$ cat src/rtl/tl45_pkg.sv
// Shared opcodes, register constants and writeback FSM states.
package tl45_pkg;

  localparam logic [4:0] OP_NOP    = 5'h00;
  localparam logic [4:0] OP_BRANCH = 5'h0C;
  localparam logic [3:0] REG_ZERO  = 4'h0;

  typedef enum logic [1:0] {
    WB_IDLE,
    WB_WAIT_MEM,
    WB_FAULT
  } wb_state_t;

endpackage

$ cat src/rtl/tl45_writeback.sv
// Writeback stage: retires ALU results and load data into the DPRF write port,
// mirrors every write onto the operand-forwarding bus, and holds the pipeline
// while a load waits for its memory ack. A watchdog faults the core if the ack
// never arrives.
module tl45_writeback
  import tl45_pkg::*;
#(
  parameter int DATA_W      = 32,
  parameter int MEM_TIMEOUT = 255
) (
  input  logic              i_clk,
  input  logic              i_reset,
  input  logic              i_pipe_flush,
  output logic              o_pipe_stall,
  input  logic [4:0]        i_opcode,
  input  logic [3:0]        i_dr,
  input  logic [DATA_W-1:0] i_value,
  input  logic              i_is_load,
  input  logic              i_mem_ack,
  input  logic [DATA_W-1:0] i_mem_data,
  output logic              o_dprf_we,
  output logic [3:0]        o_dprf_wa,
  output logic [DATA_W-1:0] o_dprf_wd,
  output logic [3:0]        o_of_reg,
  output logic [DATA_W-1:0] o_of_data,
  output logic              o_fault,
  output logic [31:0]       o_retired
);

  localparam int CNT_W = 16;

  wb_state_t         r_state, w_state_nxt;
  logic [CNT_W-1:0]  r_cnt, w_cnt_nxt;
  logic [3:0]        r_ld_dr, w_ld_dr_nxt;
  logic              r_we, w_we_nxt;
  logic [3:0]        r_wa, w_wa_nxt;
  logic [DATA_W-1:0] r_wd, w_wd_nxt;
  logic [31:0]       r_retired;
  logic              w_retire;
  logic              w_cnt_last;

  // The wait that would bring the count up to MEM_TIMEOUT is the last one allowed.
  assign w_cnt_last = ({1'b0, r_cnt} + 17'd1) == 17'(MEM_TIMEOUT);

  // Next-state, counter and write-port decisions; defaults hold state and drop we.
  always_comb begin
    w_state_nxt = r_state;
    w_cnt_nxt   = r_cnt;
    w_ld_dr_nxt = r_ld_dr;
    w_we_nxt    = 1'b0;
    w_wa_nxt    = r_wa;
    w_wd_nxt    = r_wd;
    w_retire    = 1'b0;
    case (r_state)
      WB_IDLE: begin
        if (i_opcode != OP_NOP && !i_pipe_flush) begin
          if (i_is_load) begin
            w_state_nxt = WB_WAIT_MEM;
            w_cnt_nxt   = '0;
            w_ld_dr_nxt = i_dr;
          end else begin
            w_retire = 1'b1;
            if (i_dr != REG_ZERO) begin
              w_we_nxt = 1'b1;
              w_wa_nxt = i_dr;
              w_wd_nxt = i_value;
            end
          end
        end
      end
      WB_WAIT_MEM: begin
        // Flush is ignored here: the pending load is older than whatever flushed.
        if (i_mem_ack) begin
          w_state_nxt = WB_IDLE;
          w_retire    = 1'b1;
          if (r_ld_dr != REG_ZERO) begin
            w_we_nxt = 1'b1;
            w_wa_nxt = r_ld_dr;
            w_wd_nxt = i_mem_data;
          end
        end else if (w_cnt_last) begin
          w_state_nxt = WB_FAULT;
        end else begin
          w_cnt_nxt = r_cnt + 1'b1;
        end
      end
      default: ;  // FAULT is terminal until reset
    endcase
  end

  // State, counter, write port and retire counter registers.
  always_ff @(posedge i_clk or posedge i_reset) begin
    if (i_reset) begin
      r_state   <= WB_IDLE;
      r_cnt     <= '0;
      r_ld_dr   <= '0;
      r_we      <= 1'b0;
      r_wa      <= '0;
      r_wd      <= '0;
      r_retired <= '0;
    end else begin
      r_state   <= w_state_nxt;
      r_cnt     <= w_cnt_nxt;
      r_ld_dr   <= w_ld_dr_nxt;
      r_we      <= w_we_nxt;
      r_wa      <= w_wa_nxt;
      r_wd      <= w_wd_nxt;
      r_retired <= r_retired + {31'd0, w_retire};
    end
  end

  assign o_pipe_stall = (r_state != WB_IDLE);
  assign o_fault      = (r_state == WB_FAULT);
  assign o_dprf_we    = r_we;
  assign o_dprf_wa    = r_wa;
  assign o_dprf_wd    = r_wd;
  assign o_of_reg     = r_we ? r_wa : REG_ZERO;
  assign o_of_data    = r_wd;
  assign o_retired    = r_retired;

endmodule
$ cat config.mk
export PLATFORM = sky130hd
export DESIGN_NAME = tl45_writeback
export DESIGN_NICKNAME = d
export VERILOG_FILES = /design/src/rtl/tl45_pkg.sv /design/src/rtl/tl45_writeback.sv
export SDC_FILE = /design/constraint.sdc
export NUM_CORES = 1
export LEC_CHECK = 0
export ABC_CLOCK_PERIOD_IN_PS = 2240
export BUFFER_PORTS_ARGS = -buffer_cell sky130_fd_sc_hd__buf_2
export CORE_MARGIN = 2
export CORE_UTILIZATION = 40
export DETAILED_ROUTE_END_ITERATION = 7
export GPL_TIMING_DRIVEN = 1
export MAX_ROUTING_LAYER = met4
export PLACE_DENSITY = 0.66
export REMOVE_ABC_BUFFERS = 1
export SYNTH_ARGS = -nofsm -noshare
export SYNTH_HDL_FRONTEND = slang
export SYNTH_SLANG_ARGS = --single-unit
$ cat constraint.sdc
create_clock -name i_clk -period 2.24 [get_ports i_clk]
set_input_delay 0.112 -clock i_clk [delete_from_list [all_inputs] [get_ports i_clk]]
set_output_delay 0.112 -clock i_clk [all_outputs]
set_load 0.03 [all_outputs]
==> metrics <==
max-cap viol count=0; most frequent cells in the layout=184 x buf_2, 141 x nand2_1, 88 x dfrtp_1; Util after Layout=53.96%; overall routed net length=12,940 um; worst hold stages=3; io pins=185; max incr delay on CP=0.39 ns; fin area=0.006535 mm2; CTS sink count=91; RSZ-0062 raised after global routing=true; via-per-instance ratio=4.948; RR Endpoint=r_state[0]; Synth Cell Area=0.005005 mm2; clk_lat worst skew=0.35 ns; largest net degree at the start of global routing=47; CP top delay family=simple AND/OR/NAND/NOR gates; Post-DP HPWL=9330 um; CP Buf/Inv Count=2; Die Y=115.9 um; peak supply drop=0.0006588 V; Clk pin slew, worst setup/hold paths=0.06 ns; worst-case clock buffer depth=2; initial antenna violation count=0; # setup viols final=0; H-tree depth=3; final net count=789; kind of critical path=reg2reg; class of the worst hold path=in2reg; min cycle time layout=2.198 ns; post-synthesis sequential area ratio=45.50%; initial DRC count=150; CP arrival=2.42 ns; vias in the first global route=4,074; GRT Util Overall=19.96%; Crit. End Element=register; unique cell type count in the Yosys netlist=53; worst hold path endpoint=r_ld_dr[2]; DR DRC count=0; status=finished, final reports clean; FP Rows=40; CORE AREA=0.01211 mm2; GR Overflow Total=0; reg2reg start=r_cnt[0]; FFs w/ async S/R, synth=100.0%; global-route wire length before repair=20,020 um; worst rel slew slack=45.63%; Placer Congestion=0.8286; CTS tree=done; slew at the pin with the worst max-slew slack=0.8156 ns; yosys synthesis warning count=0; die area=0.01342 mm2; Area growth syn-to-layout=30.58%; leakage=3.334 nW; routed len/inst=14.74 um; min-delay src=i_dr[2]; worst r2r path cells=9; top cells by area, synth=dfrtp_1 46%, nand2_1 11%, mux2_2 7.9%; Final ANT Viol Nets=0; worst-path cell with the longest stage delay=dfrtp_1; #FFs+latches synth=91; PortBufs=184; Root Buffer Master=clkbuf_16; power density over cell area=958.6 mW/mm2; top cell type by total area after synthesis=dfrtp_1; Inserted Diodes=0; CP Max Fanout=4; Hold Violations, Final=0; Top FF cell, synth=dfrtp_1; drt first pass iters=4; CP required=2.46 ns; R2R setup slack=0.04 ns; clk_skew=0.008424 ns; Cell Chain, Critical Path=buf_4, inv_2, ha_1, nand3_1, or3_1, o22ai_2, and3_4, o2111ai_2, a221o_1; layout cell share with drive strength beyond 1=43.66%; initial core utilization=41.32%; startpoint types=register; cell count after synthesis=531; Placement Cell Area=0.006021 mm2; die width=115.9 um; total number of vias=4,344; Synth top area share=45.50%; Max Slew Vio Count=0; Final period util=98.14%; most common cell after layout, fill and taps aside=buf_2; Post-synth EDFFs=0; Syn Area/Cell=9.425 um2; fmax=454.9 MHz; CTS Buf Count=9
==> metrics by stage <==
step,setup TNS (ns),hold slack [ns],power (mW),cells,setup WS [ns]
after floorplan,-54.16,0.2174,3.891,476,-0.9247
after global placement,-1.532,0.2893,4.729,856,-0.06502
after detailed placement,-3.527,0.2905,4.769,856,-0.1282
after CTS,-0.002536,0.0007736,6.291,876,-0.002240
after global routing,-0.3436,0.008352,6.618,878,-0.05641
final,0,0.01131,6.265,878,0.04171
==> flip-flops by register name (all words and copies together), names as in the netlist <==
| register | count |
|---|---|
| o_dprf_wa | 4 |
| o_dprf_wd | 32 |
| o_dprf_we | 1 |
| o_retired | 32 |
| r_cnt | 16 |
| r_ld_dr | 4 |
| r_state | 2 |
==> logic make-up (layout without fill, tap and decap cells) <==
logic type | after synthesis | in the layout | share of synthesized area (%)
and+or+nand+nor | 264 | 265 | 25.32
DFF | 91 | 91 | 45.50
buffers and inverters | 66 | 244 | 8.050
muxes | 42 | 42 | 9.425
xor gates and xnor gates | 37 | 37 | 6.475
AOI/OAI and AO/OA | 27 | 27 | 4.225
adders and majority gates | 4 | 4 | 1.000
==> how the worst max path moves through the flow <==
stage,startpoint,endpoint,cells after the start
after floorplan,r_state[0],r_cnt[12],4
after detailed placement,r_state[0],o_retired[26],10
after global placement,r_state[0],o_retired[25],9
after CTS,r_state[0],o_retired[26],10
after global routing,r_state[0],o_retired[29],9
final,r_cnt[0],r_state[0],9
==> where the power goes <==
group / switching (mW) / internal (mW)
combinational: 1.67 / 0.830
sequential: 0.301 / 1.98
clock: 0.604 / 0.879
==> cells in the mapped netlist (all sizes together) (9+ instances only) <==
library cell	count
inv	11
xnor2	26
or3	9
nor2	17
xor2	11
mux2	38
nand2	141
buf	39
dfrtp	91
nand3	38
and3	10
clkbuf	16
==> worst min-delay path, delay by kind of cell <==
| family | cells | cell delay, ns |
|---|---|---|
| buf+inv | 1 | 0.11 |
| simple gates | 2 | 0.10 |
==> layout make-up <==
class	count	area [um2]
tap	168	210.2
multi-input combinational	375	2475
fill	1137	5577
clock inverter	3	40.04
sequential	91	2281
inverter	11	42.54
clock buffer	11	242.7
timing repair buffer	219	1244
==> what timing repair did <==
item | in CTS | in global routing
pin swaps | 4 | 8
setup buffers | 1 | 2
hold endpoints to repair | 47 | 0
cloned | 1 | 0
resized for setup | 12 | 19
hold buffers | 4 | 0
setup endpoints to repair | 48 | 37
==> routing by layer <==
metal  wire length (um)  GRT usage, %
met1               5266         23.48
met2               6632         33.57
met3                736         4.550
met4                303         7.302
met5                  0             -
Note: power is estimated with default switching activity, not from simulation.
